File: src/rtl/riscv_mem_arbiter_pkg.sv
// Shared types for the unified-memory arbiter: LOAD/STORE funct3 encodings,
// data/instruction unions, byte-enable type and arbiter FSM state codes.
package riscv_mem_arbiter_pkg;

  typedef logic [3:0]  memBe_t;
  typedef logic [31:0] dataBus_t;

  typedef union packed {
    logic [31:0]     word;
    logic [3:0][7:0] bytes;
  } dataBus_u;

  typedef union packed {
    logic [31:0] raw;
    struct packed {
      logic [24:0] fields;
      logic [6:0]  opcode;
    } base;
  } instruction_u;

  typedef enum logic [2:0] {
    LOAD_LB  = 3'b000,
    LOAD_LH  = 3'b001,
    LOAD_LW  = 3'b010,
    LOAD_LBU = 3'b100,
    LOAD_LHU = 3'b101
  } funct3ITypeLOAD_e;

  typedef enum logic [2:0] {
    STORE_SB = 3'b000,
    STORE_SH = 3'b001,
    STORE_SW = 3'b010
  } funct3SType_e;

  // Arbiter FSM state codes (memArbState_e values)
  localparam logic [1:0] IDLE    = 2'd0;
  localparam logic [1:0] IF_PEND = 2'd1;
  localparam logic [1:0] MA_PEND = 2'd2;
  localparam logic [1:0] ERR_RSP = 2'd3;

endpackage

File: src/rtl/riscv_mem_arbiter_lsu_align.sv
// riscv_lsu_align: combinational byte-enable generation, store-data lane
// replication, load alignment/extension and misalignment/illegal-funct3 detection.
module riscv_lsu_align
  import riscv_mem_arbiter_pkg::*;
(
  input  logic [2:0]  funct3,
  input  logic        we,
  input  logic [1:0]  addr,
  input  logic [31:0] wdata,
  input  logic [31:0] rdata,
  output memBe_t      be,
  output logic [31:0] wdata_rep,
  output logic [31:0] rdata_ext,
  output logic        err
);

  dataBus_u    rd;
  logic [7:0]  byte_sel;
  logic [15:0] half_sel;

  assign rd.word  = rdata;
  assign byte_sel = rd.bytes[addr];
  assign half_sel = addr[1] ? rdata[31:16] : rdata[15:0];

  always_comb begin
    be        = 4'b1111;
    wdata_rep = wdata;
    rdata_ext = rdata;
    err       = 1'b0;
    if (we) begin
      case (funct3)
        STORE_SB: begin
          be        = 4'b0001 << addr;
          wdata_rep = {4{wdata[7:0]}};
        end
        STORE_SH: begin
          be        = 4'b0011 << {addr[1], 1'b0};
          wdata_rep = {2{wdata[15:0]}};
          err       = addr[0];
        end
        STORE_SW: err = (addr != 2'b00);
        default:  err = 1'b1;
      endcase
    end else begin
      case (funct3)
        LOAD_LB:  rdata_ext = {{24{byte_sel[7]}}, byte_sel};
        LOAD_LBU: rdata_ext = {24'h0, byte_sel};
        LOAD_LH: begin
          rdata_ext = {{16{half_sel[15]}}, half_sel};
          err       = addr[0];
        end
        LOAD_LHU: begin
          rdata_ext = {16'h0, half_sel};
          err       = addr[0];
        end
        LOAD_LW:  err = (addr != 2'b00);
        default:  err = 1'b1;
      endcase
    end
  end

endmodule

File: src/rtl/riscv_mem_arbiter.sv
// Single-outstanding arbiter sharing unified memory between IF and MA (MA priority).
// Define MEM_ARB_FAIR_EN to let IF win after MAX_MA_BURST consecutive MA grants.
module riscv_mem_arbiter
  import riscv_mem_arbiter_pkg::*;
#(
  parameter int MAX_MA_BURST = 4
) (
  input  logic        clk,
  input  logic        rst,
  input  logic        if_req,
  input  logic [31:0] if_addr,
  input  logic        if_flush,
  output logic        if_gnt,
  output logic        if_rvalid,
  output logic [31:0] if_rdata,
  input  logic        ma_req,
  input  logic        ma_we,
  input  logic [2:0]  ma_funct3,
  input  logic [31:0] ma_addr,
  input  logic [31:0] ma_wdata,
  output logic        ma_gnt,
  output logic        ma_rvalid,
  output logic [31:0] ma_rdata,
  output logic        ma_err,
  output logic        mem_req,
  output logic        mem_we,
  output memBe_t      mem_be,
  output logic [31:0] mem_addr,
  output logic [31:0] mem_wdata,
  input  logic        mem_gnt,
  input  logic        mem_rvalid,
  input  logic [31:0] mem_rdata
);

  if (MAX_MA_BURST < 1) begin : g_bad_burst
    $error("MAX_MA_BURST must be at least 1");
  end

  logic [1:0]  state;
  logic        flush_q;
  logic [2:0]  funct3_q;
  logic        we_q;
  logic [1:0]  lane_q;

  logic        idle, ma_pend, if_turn, sel_ma, sel_if;
  logic [2:0]  al_funct3;
  logic        al_we;
  logic [1:0]  al_addr;
  memBe_t      al_be;
  logic [31:0] al_wdata_rep, al_rdata_ext;
  logic        al_err;

  assign idle    = (state == IDLE);
  assign ma_pend = (state == MA_PEND);

  // The aligner sees the live request while issuing and the captured one while a load returns
  assign al_funct3 = ma_pend ? funct3_q : ma_funct3;
  assign al_we     = ma_pend ? we_q     : ma_we;
  assign al_addr   = ma_pend ? lane_q   : ma_addr[1:0];

  riscv_lsu_align u_align (
    .funct3    (al_funct3),
    .we        (al_we),
    .addr      (al_addr),
    .wdata     (ma_wdata),
    .rdata     (mem_rdata),
    .be        (al_be),
    .wdata_rep (al_wdata_rep),
    .rdata_ext (al_rdata_ext),
    .err       (al_err)
  );

`ifdef MEM_ARB_FAIR_EN
  localparam int CW = $clog2(MAX_MA_BURST + 1);
  logic [CW-1:0] burst_cnt;

  assign if_turn = if_req && (burst_cnt == CW'(MAX_MA_BURST));

  always_ff @(posedge clk or posedge rst) begin
    if (rst) begin
      burst_cnt <= '0;
    end else if (if_gnt) begin
      burst_cnt <= '0;
    end else if (ma_gnt && if_req && (burst_cnt != CW'(MAX_MA_BURST))) begin
      burst_cnt <= burst_cnt + 1'b1;
    end
  end
`else
  assign if_turn = 1'b0;
`endif

  assign sel_ma = idle && ma_req && !if_turn;
  assign sel_if = idle && if_req && !sel_ma;

  assign mem_req   = sel_if || (sel_ma && !al_err);
  assign ma_gnt    = sel_ma && (al_err || mem_gnt);
  assign if_gnt    = sel_if && mem_gnt;
  assign mem_we    = mem_req && sel_ma && ma_we;
  assign mem_be    = !mem_req ? 4'b0000 : (sel_ma ? al_be : 4'b1111);
  assign mem_addr  = sel_ma ? (ma_addr & ~32'h3) : (sel_if ? (if_addr & ~32'h3) : 32'h0);
  assign mem_wdata = mem_we ? al_wdata_rep : 32'h0;

  // A flush seen on the response cycle itself must also hide the fetch
  assign if_rvalid = (state == IF_PEND) && mem_rvalid && !flush_q && !if_flush;
  assign if_rdata  = if_rvalid ? mem_rdata : 32'h0;

  assign ma_rvalid = (ma_pend && mem_rvalid) || (state == ERR_RSP);
  assign ma_err    = (state == ERR_RSP);
  assign ma_rdata  = (ma_pend && mem_rvalid && !we_q) ? al_rdata_ext : 32'h0;

  always_ff @(posedge clk or posedge rst) begin
    if (rst) begin
      state    <= IDLE;
      flush_q  <= 1'b0;
      funct3_q <= 3'b000;
      we_q     <= 1'b0;
      lane_q   <= 2'b00;
    end else begin
      case (state)
        IDLE: begin
          if (ma_gnt) begin
            state    <= al_err ? ERR_RSP : MA_PEND;
            funct3_q <= ma_funct3;
            we_q     <= ma_we;
            lane_q   <= ma_addr[1:0];
          end else if (if_gnt) begin
            state   <= IF_PEND;
            flush_q <= if_flush;
          end
        end
        IF_PEND: begin
          if (mem_rvalid) begin
            state   <= IDLE;
            flush_q <= 1'b0;
          end else if (if_flush) begin
            flush_q <= 1'b1;
          end
        end
        MA_PEND: begin
          if (mem_rvalid) state <= IDLE;
        end
        default: state <= IDLE;
      endcase
    end
  end

endmodule

File: config.mk
export PLATFORM = sky130hd
export DESIGN_NAME = riscv_mem_arbiter
export DESIGN_NICKNAME = d
export VERILOG_FILES = /design/src/rtl/riscv_mem_arbiter_pkg.sv /design/src/rtl/riscv_mem_arbiter_lsu_align.sv /design/src/rtl/riscv_mem_arbiter.sv
export SDC_FILE = /design/constraint.sdc
export NUM_CORES = 1
export LEC_CHECK = 0
export BUFFER_PORTS_ARGS = -buffer_cell sky130_fd_sc_hd__buf_2
export CORE_AREA = 2 2 107 109
export DETAILED_ROUTE_END_ITERATION = 10
export DIE_AREA = 0 0 109 111
export PLACE_DENSITY = 0.65
export RECOVER_POWER = 100
export SYNTH_ARGS = -nofsm -noshare
export SYNTH_HDL_FRONTEND = slang
export SYNTH_SLANG_ARGS = --single-unit
File: constraint.sdc
create_clock -name clk -period 4.3 [get_ports clk]
set_clock_uncertainty 0.15 [all_clocks]
set_input_delay 0.86 -clock clk [delete_from_list [all_inputs] [get_ports clk]]
set_output_delay 0.86 -clock clk [all_outputs]
set_load 0.1 [all_outputs]
==> results of run 1 <==
[report_power, final]
part	internal, mW	total [mW]	switching, mW
Clock	0.124	0.168	0.0440
Sequential	0.127	0.193	0.0666
Combinational	0.675	2.82	2.14
[placed cells by master (no fill, tap or decap), types with 2 or more instances in the layout]
cell and instances:
sky130_fd_sc_hd__a211oi_1 6, sky130_fd_sc_hd__a21oi_1 15, sky130_fd_sc_hd__a21oi_2 3, sky130_fd_sc_hd__a21oi_4 2, sky130_fd_sc_hd__a221o_1 2, sky130_fd_sc_hd__a22o_1 30
sky130_fd_sc_hd__a22oi_1 6, sky130_fd_sc_hd__a2bb2oi_1 4, sky130_fd_sc_hd__a311oi_1 2, sky130_fd_sc_hd__a311oi_2 2, sky130_fd_sc_hd__a31oi_1 3, sky130_fd_sc_hd__and2_0 8
sky130_fd_sc_hd__and2_1 35, sky130_fd_sc_hd__buf_12 31, sky130_fd_sc_hd__buf_2 145, sky130_fd_sc_hd__buf_4 12, sky130_fd_sc_hd__clkbuf_1 68, sky130_fd_sc_hd__clkbuf_16 3
sky130_fd_sc_hd__clkbuf_2 29, sky130_fd_sc_hd__clkbuf_4 4, sky130_fd_sc_hd__conb_1 2, sky130_fd_sc_hd__dfrtp_1 9, sky130_fd_sc_hd__ha_1 3, sky130_fd_sc_hd__inv_1 10
sky130_fd_sc_hd__mux2_2 10, sky130_fd_sc_hd__mux2i_1 22, sky130_fd_sc_hd__nand2_1 30, sky130_fd_sc_hd__nand2b_1 3, sky130_fd_sc_hd__nand3_1 11, sky130_fd_sc_hd__nand3_2 2
sky130_fd_sc_hd__nor2_1 55, sky130_fd_sc_hd__nor2_4 7, sky130_fd_sc_hd__nor3_1 2, sky130_fd_sc_hd__o21ai_0 17, sky130_fd_sc_hd__o221a_2 6, sky130_fd_sc_hd__o22ai_1 7
sky130_fd_sc_hd__o31ai_1 2, sky130_fd_sc_hd__or3_1 2
[cells in the mapped netlist, types with 2 or more instances]
master	number
sky130_fd_sc_hd__a2bb2oi_1	4
sky130_fd_sc_hd__clkbuf_1	18
sky130_fd_sc_hd__buf_2	7
sky130_fd_sc_hd__a22oi_1	6
sky130_fd_sc_hd__dfrtp_1	9
sky130_fd_sc_hd__a21oi_4	2
sky130_fd_sc_hd__a311oi_1	4
sky130_fd_sc_hd__nor2_4	9
sky130_fd_sc_hd__or3_1	2
sky130_fd_sc_hd__buf_4	5
sky130_fd_sc_hd__mux2i_1	23
sky130_fd_sc_hd__nand3_1	11
sky130_fd_sc_hd__nand2_1	29
sky130_fd_sc_hd__and2_1	43
sky130_fd_sc_hd__o221a_2	6
sky130_fd_sc_hd__ha_1	4
sky130_fd_sc_hd__a221o_1	2
sky130_fd_sc_hd__nor3_1	3
sky130_fd_sc_hd__nor2_1	52
sky130_fd_sc_hd__nand2_2	2
sky130_fd_sc_hd__o31ai_1	2
sky130_fd_sc_hd__o22ai_1	8
sky130_fd_sc_hd__o21ai_0	17
sky130_fd_sc_hd__a22o_1	30
sky130_fd_sc_hd__a31oi_1	3
sky130_fd_sc_hd__a211oi_1	6
sky130_fd_sc_hd__a21oi_1	17
sky130_fd_sc_hd__nand2b_1	3
sky130_fd_sc_hd__inv_1	10
sky130_fd_sc_hd__nand3_2	2
sky130_fd_sc_hd__mux2_2	10
[how the worst max path moves through the flow]
| stage | from | to | depth (start not counted) |
|---|---|---|---|
| finish | state[0]$_DFFE_PP0P_ | ma_rdata[20] | 8 |
| global route | state[0]$_DFFE_PP0P_ | ma_rdata[13] | 10 |
| CTS | state[0]$_DFFE_PP0P_ | ma_rdata[16] | 8 |
| detailed placement | state[0]$_DFFE_PP0P_ | ma_rdata[16] | 8 |
| global placement | state[0]$_DFFE_PP0P_ | ma_rdata[16] | 8 |
| floorplan | ma_funct3[1] | mem_wdata[24] | 5 |
[state kept, by name (all words and copies together) (netlist names)]
name / cells
funct3_q: 3
state: 2
we_q: 1
lane_q: 2
flush_q: 1
[per-stage QoR]
| step | instance area (um2) | TNS [ps] | instances |
|---|---|---|---|
| after CTS | 5276 | 0 | 782 |
| after floorplan | 2728 | -5092 | 379 |
| after detailed placement | 5197 | 0 | 778 |
| after global placement | 5197 | 0 | 778 |
| after global routing | 4672 | 0 | 782 |
| final | 4672 | 0 | 782 |
[logic make-up after synthesis]
family,Yosys count
AO/OA/AOI/OAI,120
flip-flops,9
AND/OR/NAND/NOR,166
multiplexers,35
adder cells (fa/ha/maj),4
buffers and inverters,43
other,1
[routing by layer]
metal,vias to the layer above,part of all wire
met4,0,0.024
met5,-,0
met3,19,0.081
met2,199,0.53
met1,1750,0.36
li1,1908,-
[layout make-up]
type	instances	area [um2]
Sequential cell	9	225.2
Tap cell	143	178.9
Fill cell	1215	6405
Inverter	10	37.54
Timing Repair Buffer	289	1874
Multi-Input combinational cell	327	2277
Clock buffer	4	78.83
==> results.env, run 1 <==
IO-PIN-COUNT=278
MET2_USAGE=0.4215
CLOCK-SINKS=9
WORSTSETUPSTARTPOINTTYPE='flop'
TIMING.FINAL.MAX_SLEW_VIOLATIONS=0
WORSTHOLDPATHCELLS=1
SYNTH_AREA_IN_ADDERS=0.01858
NUMBER_OF_VIOLATIONS_REPORTED_AT_THE_END_OF_DETAILED_ROUTING_ITERATION_0=226
GLOBALROUTE.TOTALOVERFLOW=0
GRT_MAX_DEGREE=34
SHARE_OF_ASYNC_SETTABLE_OR_ASYNC_RESETTABLE_FLOPS_AFTER_SYNTHESIS=1.000
ROUTE.DETAILED.VIAS_PER_INST=4.957
SYNTH_AREA_PER_CELL_UM2=7.127
FP.DIEW_UM=109
RSZ0062_AT_GRT='no'
WORST-PATH-BUF-INV=2
YOSYS_MOST_USED_DFF='sky130_fd_sc_hd__dfrtp_1'
SETUP.WORST_PATH.END_CLASS='output pin'
DP.FINAL_HPWL_UM=11490
NUMBER_OF_GLOBAL_ROUTE_VIAS_BEFORE_REPAIR=3678
IR_WORST_VDD_V=0.0004957
DIE-HEIGHT_UM=111
TIMING.CRITICAL_PATH.SLOWEST_CELL_DELAY_PS=460
YOSYSWARNINGCOUNT=0
STATUS='finished clean'
POWER.LEAKAGE_nW=2.178
TIMING.REG2REG.SETUP_SLACK_PS=1550
WORSTPATHARRIVAL_PS=3070
CTS_ROOT_BUF='sky130_fd_sc_hd__clkbuf_16'
WORSTPATHREQUIRED_PS=3290
SLEW_HEADROOM=0.1229
POST_CTS.RESIZED_INSTANCES=0
GP_ROUTABILITY_CONGESTION=0.8417
SYNTH_SIMPLE_GATE_AREA_FRAC=0.3298
PLACEMENT.IO_BUFFERS=273
HOLD_BUFFERS=0
WL_UM=13560
HOLD_PATH.STARTPOINT='state[1]$_DFFE_PP0P_'
SYNTH-EDFF-COUNT=0
FINAL_UTIL=0.4218
FINAL_ANTENNA_NET_COUNT=0
REMAINING_DRC_ERRORS=0
SYNTH.DISTINCT_CELLS=60
TOTAL_STANDARD_CELL_AREA_AFTER_SYNTHESIS_UM2=2694
DRT-PASS1-ITER-COUNT=4
POWERDENSITY_nW_PER_UM2=680.9
POST-ROUTE-MIN-PERIOD_PS=4078
AVGROUTEDWIREPERCELL_UM=17.34
YOSYSSEQAREASHARE=0.08360
INITIAL_UTIL=0.2432
WORST-SLEW-PIN-TRANSITION_PS=1321
GLOBAL_ROUTE_WIRE_LENGTH_BEFORE_REPAIR_UM=20270
MIN_PERIOD_OVER_PERIOD=0.9485
PLACEABLECOREAREA_UM2=11080
LAYOUT-DRIVE-GT1-SHARE=0.4225
POWER_mW=3.181
CTS_MADE_BUFFERS=3
GRT_UTIL_MET3=0.03527
GRTUSAGEMET1=0.2288
CRITPATHTOPFAMILY='compound AO/OA/AOI/OAI gates'
WORSTPATHMAXFANOUT=16
TIMING.FINAL.HOLD_VIOLATIONS=0
CLK-INSERTION-DELAY-LATE_PS=240
CRIT_PATH_CELLS='inv_1 -> ha_2 -> or2b_1 -> o31ai_4 -> nand2_1 -> a31o_4 -> nor2_1 -> clkbuf_2'
GRTUSAGETOTAL=0.2144
CTS_TREE='done'
AREA_GROWTH_SYNTH_TO_FINISH_PCT=73.43
MAXCAPVIOLATIONS=0
DIODES=0
TOP_AREA_CELLS_IN_THE_SYNTHESIZED_NETLIST='sky130_fd_sc_hd__and2_1, sky130_fd_sc_hd__a22o_1, sky130_fd_sc_hd__mux2i_1, sky130_fd_sc_hd__dfrtp_1, sky130_fd_sc_hd__nor2_1'
CLOCKBUFFERDEPTH=2
R2R-START='state[0]$_DFFE_PP0P_'
HOLD_PATH_END='state[1]$_DFFE_PP0P_'
CRITPATHSLOWESTCELL='sky130_fd_sc_hd__clkbuf_2'
SYNTHDOMINANTCELLAREASHARE=0.09986
POSTSYNTHREGISTERBITS=9
FIN_NETS=783
SYNTHESIS.INSTANCES=378
GRT.BUSIEST_LAYER='met2'
CTS.REPAIR_TIMING.SETUP_BUFFER_COUNT=0
SYNTHDOMINANTAREACELLTYPE='sky130_fd_sc_hd__and2_1'
HIGHEST_CLOCK_FREQUENCY_THE_DESIGN_CAN_MEET_GHz=0.2452
ANTENNA_FOUND_INITIAL=0
SETUP.WORST_PATH.CLASS='flop to output pin'
DOMINANT_COMBINATIONAL_CELL_FAMILY_BY_AREA_AFTER_SYNTHESIS='compound AO/OA/AOI/OAI gates'
R2R-END='lane_q[0]$_DFFE_PP0P_'
VIAS=3876
ROWS=39
POST_SYNTH_XOR_AREA_FRACTION=0
SETUP_SLACK_PLACEMENT_PS=405.5
DESIGN.DIE.AREA_UM2=12100
HOLDCRITPATHCLASS='flop to flop'
CTS.REPORTEDPATHS.CLKPINSLEW_PS=40
FIN_WS_PS=221.6
HOLD_SLACK_PS=395.6
CTS-HTREE-LEVELS=1
SYNTH_MUX_AREA_FRAC=0.1412
SETUP_VIOL=0
SYNTHESIZED_AREA_FRACTION_OCCUPIED_BY_AO_OA_AOI_AND_OAI_CELLS=0.3465
REG2REGPATHDEPTH=8
Power figures use the tool's default switching activity.
==> inputs of run 2 (changes only) <==
- BUFFER_PORTS_ARGS: -buffer_cell sky130_fd_sc_hd__buf_2 -> -buffer_cell sky130_fd_sc_hd__buf_4
==> run 2 against run 1 <==
Against the previous run: sequential power barely moved; largest power group unchanged; non-clock buffer count fell by 2; core utilization rose by 0.93 points; global-route usage fell by 0.52 points; critical endpoint is now mem_wdata[31]; worst hold slack improved by 18 ps; clock power fell by 2%.
==> results.env, run 2 (synthesized netlist as in run 1, its figures left out) <==
STATUS='finished clean'
HOLD_BUFFERS=0
GRTUSAGETOTAL=0.2091
DESIGN.DIE.AREA_UM2=12100
FINAL_UTIL=0.4310
FP.DIEW_UM=109
TIMING.FINAL.HOLD_VIOLATIONS=0
CLK-INSERTION-DELAY-LATE_PS=230
ROUTE.DETAILED.VIAS_PER_INST=5.047
CRITPATHTOPFAMILY='buffers and inverters'
WORSTPATHREQUIRED_PS=3290
POWER_mW=3.135
LAYOUT_COMMON_CELLS='sky130_fd_sc_hd__buf_4, sky130_fd_sc_hd__clkbuf_2, sky130_fd_sc_hd__nor2_1'
SW_SHARE=0.7136
LAYOUT.CELLS.MOST_COMMON='sky130_fd_sc_hd__buf_4'
HOLD_PATH_END='state[1]$_DFFE_PP0P_'
REG2REGPATHDEPTH=8
SHARE_SEQ_OF_TOTAL_POWER=0.063
GRT_MAX_DEGREE=34
WL_UM=13520
NUMBER_OF_VIOLATIONS_REPORTED_AT_THE_END_OF_DETAILED_ROUTING_ITERATION_0=228
WORSTHOLDPATHCELLS=1
SETUP.WORST_PATH.END_CLASS='output pin'
DIODES=0
CRIT_PATH_CELLS='inv_1 -> ha_1 -> or2b_1 -> a221o_1 -> nand3_2 -> nand3_2 -> buf_4 -> a311oi_1 -> clkbuf_4'
FIN_WS_PS=227.7
TIMING.FINAL.MAX_SLEW_VIOLATIONS=0
ROWS=39
CTS.REPORTEDPATHS.CLKPINSLEW_PS=40
FINISH.CELL_COUNT_WITHOUT_FILLERS=780
CLOCKBUFFERDEPTH=2
POWER.LEAKAGE_nW=2.420
GLOBALROUTE.TOTALOVERFLOW=0
POST_CTS.RESIZED_INSTANCES=0
P_SW_mW=2.237
SETUP_SLACK_PLACEMENT_PS=411.6
IR_WORST_VDD_V=0.0003600
NUMBER_OF_GLOBAL_ROUTE_VIAS_BEFORE_REPAIR=3774
CTS-HTREE-LEVELS=1
GLOBAL_ROUTE_WIRE_LENGTH_BEFORE_REPAIR_UM=19830
CP_COMMON_CELL='sky130_fd_sc_hd__nand3_2'
PLACEMENT.IO_BUFFERS=273
WORSTPATHARRIVAL_PS=3060
WORST-SLEW-PIN-TRANSITION_PS=1241
CLOCK-SINKS=9
REMAINING_DRC_ERRORS=0
PART_OF_THE_TOTAL_POWER_DISSIPATED_IN_THE_CLOCK_NETWORK=0.052
AREA_GROWTH_SYNTH_TO_FINISH_PCT=77.24
IO-PIN-COUNT=278
TIMING.REG2REG.SETUP_SLACK_PS=1220
LARGEST_REGISTER_FF_COUNT=3
RSZ0062_AT_GRT='no'
SETUP.WORST_PATH.CLASS='flop to output pin'
GP_ROUTABILITY_CONGESTION=0.8280
MAXCAPVIOLATIONS=0
CELL_INTERNAL_PWR_mW=0.8979
CRITPATHSLOWESTCELL='sky130_fd_sc_hd__ha_1'
DP.FINAL_HPWL_UM=11460
FINAL_ANTENNA_NET_COUNT=0
POST-ROUTE-MIN-PERIOD_PS=4072
WORST-PATH-BUF-INV=3
WORSTSETUPSTARTPOINTTYPE='flop'
R2R-END='flush_q$_DFFE_PP0P_'
DIE-HEIGHT_UM=111
DRT-PASS1-ITER-COUNT=4
TIMING.CRITICAL_PATH.SLOWEST_CELL_DELAY_PS=430
CTS_TREE='done'
BIGGESTREGSBYFLOPS='funct3_q x3, lane_q x2, state x2'
HOLDCRITPATHCLASS='flop to flop'
MIN_PERIOD_OVER_PERIOD=0.9470
AVGROUTEDWIREPERCELL_UM=17.34
CTS_MADE_BUFFERS=3
COMB_POWER_SHARE=0.885
CTS_ROOT_BUF='sky130_fd_sc_hd__clkbuf_16'
LAYOUT-DRIVE-GT1-SHARE=0.5259
POST_DP_CELL_AREA_UM2=4905
ANTENNA_FOUND_INITIAL=0
HOLD_PATH.STARTPOINT='state[1]$_DFFE_PP0P_'
SETUP_VIOL=0
WORSTPATHMAXFANOUT=12
NUMPLACEDINSTANCES=776
LARGEST-REGISTER='funct3_q'
HIGHEST_CLOCK_FREQUENCY_THE_DESIGN_CAN_MEET_GHz=0.2456
INITIAL_UTIL=0.2432
R2R-START='state[0]$_DFFE_PP0P_'
FIN_NETS=781
CTS.REPAIR_TIMING.SETUP_BUFFER_COUNT=0
SLEW_HEADROOM=0.1725
VIAS=3937
DESIGN_AREA_UM2=4775
POWERDENSITY_nW_PER_UM2=656.6
PLACEABLECOREAREA_UM2=11080
==> run 2: cell count changes in the layout (fill, tap and decap cells not counted), sizes merged <==
cell and change:
clkbuf +4, buf -6
==> run 2: layer usage <==
layer	track usage	vias to the layer above	wire length, um	part of all wire
met5	0	-	0	0
met4	0.05299	0	251	0.019
met3	0.02646	15	1100	0.081
met2	0.4141	193	7367	0.54
met1	0.2254	1832	4803	0.36
li1	-	1897	-	-
==> run 2: metrics by stage <==
stage          hold WS [ps]  setup TNS, ps
3_3_place_gp          373.6              0
3_5_place_dp          400.0              0
6_report              413.8              0
2_1_floorplan         351.2          -5092
4_1_cts               412.5              0
5_1_grt               447.6              0
==> run 2: how the worst max path moves through the flow <==
stage / start / endpoint / slack [ps] / cells after the start
after floorplan: ma_funct3[1] / mem_wdata[24] / -810 / 5
after global placement: state[0]$_DFFE_PP0P_ / ma_rdata[0] / 450 / 9
after detailed placement: state[0]$_DFFE_PP0P_ / ma_rdata[0] / 410 / 9
after CTS: state[0]$_DFFE_PP0P_ / ma_rdata[0] / 140 / 9
after global routing: state[0]$_DFFE_PP0P_ / ma_rdata[17] / 10 / 9
final: state[0]$_DFFE_PP0P_ / mem_wdata[31] / 230 / 9
==> run 2: layout make-up <==
type,instances,area [um2]
well taps,143,178.9
fillers,1186,6302
flip-flops and latches,9,225.2
inverters,10,37.54
multi-input cells,327,2313
clock buffers,4,78.83
repair buffers,287,1941
==> run 2: power by group through the flow <==
| stage | registers [mW] | clock network [mW] | logic (mW) |
|---|---|---|---|
| 3_3_place_gp | 0.189 | 0 | 2.85 |
| 4_1_cts | 0.193 | 0.168 | 2.88 |
| 6_report | 0.196 | 0.164 | 2.78 |
| 5_1_grt | 0.205 | 0.172 | 2.90 |
| 3_5_place_dp | 0.193 | 0 | 2.87 |
| 2_1_floorplan | 0.172 | 0 | 2.24 |
==> inputs of run 3 (changes only) <==
- PLACE_DENSITY: 0.65 -> default
==> run 3 against run 2 <==
Against the previous run: clock power is essentially flat; worst hold slack worse by 14 ps; combinational power about the same; core utilization shrank 0.30 points; largest cell class unchanged; via count decreased by 2.0%; die area did not move.
==> results.env, run 3 (synthesized netlist as in run 1, its figures left out) <==
WORSTPATHREQUIRED_PS=3290
DP.FINAL_HPWL_UM=11140
POWER.LEAKAGE_nW=2.392
NUMPLACEDINSTANCES=773
PLACEMENT.IO_BUFFERS=273
WORST-SLEW-PIN-TRANSITION_PS=1192
TIMING.FINAL.MAX_SLEW_VIOLATIONS=0
FINAL_ANTENNA_NET_COUNT=0
MIN_PERIOD_OVER_PERIOD=0.9562
CTS-HTREE-LEVELS=1
CLOCKBUFFERDEPTH=2
CTS.REPAIR_TIMING.SETUP_BUFFER_COUNT=0
CRITPATHTOPFAMILY='simple AND/OR/NAND/NOR gates'
CP_COMMON_CELL='sky130_fd_sc_hd__inv_1'
FIN_NETS=778
WORSTPATHMAXFANOUT=21
FILLCELL_TOTAL=1180
LARGEST_REGISTER_FF_COUNT=3
HOLD_SLACK_PS=400.2
FINAL_UTIL=0.4280
NUMBER_OF_VIOLATIONS_REPORTED_AT_THE_END_OF_DETAILED_ROUTING_ITERATION_0=293
GRTUSAGETOTAL=0.2068
FIN_SETUP_TNS_PS=0
BIGGESTREGSBYFLOPS='funct3_q x3, lane_q x2, state x2'
AVGROUTEDWIREPERCELL_UM=17.00
SETUP_VIOL=0
LAYOUT.CELLS.MOST_COMMON='sky130_fd_sc_hd__buf_4'
GLOBALROUTE.TOTALOVERFLOW=0
CTS_TREE='done'
GLOBAL_ROUTE_WIRE_LENGTH_BEFORE_REPAIR_UM=19600
IR_WORST_VDD_V=0.0004120
IO-PIN-COUNT=278
TIMING.FINAL.HOLD_VIOLATIONS=0
WL_UM=13210
CTS_ROOT_BUF='sky130_fd_sc_hd__clkbuf_16'
AREA_GROWTH_SYNTH_TO_FINISH_PCT=75.99
LAYOUT_COMMON_CELLS='sky130_fd_sc_hd__buf_4, sky130_fd_sc_hd__clkbuf_2, sky130_fd_sc_hd__nor2_1'
PLACEABLECOREAREA_UM2=11080
DIODES=0
SETUP_SLACK_PLACEMENT_PS=245.6
STATUS='finished clean'
WORSTPATHARRIVAL_PS=3100
CLOCK-SINKS=9
TIMING.CRITICAL_PATH.SLOWEST_CELL_DELAY_PS=410
MAXCAPVIOLATIONS=0
GP_ROUTABILITY_CONGESTION=0.8436
RSZ0062_AT_GRT='no'
CTS.REPORTEDPATHS.CLKPINSLEW_PS=40
POWERDENSITY_nW_PER_UM2=656.5
DESIGN.DIE.AREA_UM2=12100
GRT_MAX_DEGREE=36
SLEW_HEADROOM=0.2085
HIGHEST_CLOCK_FREQUENCY_THE_DESIGN_CAN_MEET_GHz=0.2432
LAYOUT-DRIVE-GT1-SHARE=0.5237
ROUTE.DETAILED.VIAS_PER_INST=4.965
VIAS=3858
LARGEST-REGISTER='funct3_q'
INITIAL_UTIL=0.2432
CRITPATHSLOWESTCELL='sky130_fd_sc_hd__dfrtp_1'
WORST-PATH-BUF-INV=3
FP.DIEW_UM=109
FIN_WS_PS=188.5
SETUP.WORST_PATH.CLASS='flop to output pin'
NUMBER_OF_GLOBAL_ROUTE_VIAS_BEFORE_REPAIR=3704
CLK-INSERTION-DELAY-LATE_PS=240
DIE-HEIGHT_UM=111
POST-ROUTE-MIN-PERIOD_PS=4111
FINISH.CELL_COUNT_WITHOUT_FILLERS=777
CTS_MADE_BUFFERS=3
CRIT_PATH_CELLS='inv_1 -> ha_2 -> or2b_1 -> a221o_1 -> nand3_1 -> nand3_4 -> inv_1 -> and2_1 -> clkbuf_4'
WORSTSETUPSTARTPOINTTYPE='flop'
HOLDCRITPATHCLASS='flop to flop'
SETUP.WORST_PATH.END_CLASS='output pin'
DRT-PASS1-ITER-COUNT=4
ROWS=39
REMAINING_DRC_ERRORS=0
ANTENNA_FOUND_INITIAL=0
run 3: cell types whose count changed in the layout (fill, tap and decap cells not counted), sizes merged:
cell,before,now
buf,183,170
clkbuf,108,118
run 3: worst paths after layout:
path                                 startpoint                       to  slack, ps  depth (start not counted)
setup / recovery           state[0]$_DFFE_PP0P_             mem_wdata[4]        190                          9
hold / removal             state[1]$_DFFE_PP0P_     state[1]$_DFFE_PP0P_        400                          1
setup reg to reg           state[0]$_DFFE_PP0P_  funct3_q[1]$_DFFE_PP0P_       1270                          8
hold reg to reg            state[1]$_DFFE_PP0P_     state[1]$_DFFE_PP0P_        400                          1
max in group asynchronous                   rst         we_q$_DFFE_PP0P_       3280                          2
min in group asynchronous                   rst     state[1]$_DFFE_PP0P_        450                          2
run 3: power by group:
group,switching (mW),internal (mW)
Combinational,2.12,0.636
Clock,0.0408,0.124
Sequential,0.0650,0.127
run 3: layout make-up:
class / count / area, um2 / area share
multi-input combinational: 327 / 2310 / 0.4872
tap: 143 / 178.9 / 0.03774
clock buffer: 4 / 78.83 / 0.01663
sequential: 9 / 225.2 / 0.04751
inverter: 10 / 37.54 / 0.007918
timing repair buffer: 284 / 1911 / 0.4030
run 3: per-layer routing:
| metal | track usage | vias to the layer above | wire length, um |
|---|---|---|---|
| met2 | 0.4087 | 174 | 7101 |
| met4 | 0.04615 | 0 | 203 |
| met5 | 0 | - | 0 |
| met3 | 0.02881 | 10 | 947 |
| met1 | 0.2245 | 1773 | 4955 |
| li1 | - | 1901 | - |
run 3: worst reg2reg max path: cells and delay by family, from the launching register on:
| kind | cells | cell delay [ps] |
|---|---|---|
| simple gates | 2 | 410 |
| flops | 1 | 410 |
| buf+inv | 2 | 350 |
| compound gates | 2 | 820 |
| mux | 1 | 420 |
| fa+ha+maj | 1 | 350 |
run 3: timing repair:
action | CTS | global route
cloned | 0 | 0
setup endpoints to repair | 3 | 8
gates resized for setup | 1 | 1
hold endpoints to repair | 0 | 0
hold buffers | 0 | 0
pin swaps | 0 | 0
run 3: metrics by stage:
stage                     power [mW]  area [um2]
after global placement         3.032        4895
after CTS                      3.233        4976
after floorplan                2.413        2728
after global routing           3.258        4741
final                          3.112        4741
after detailed placement       3.060        4895
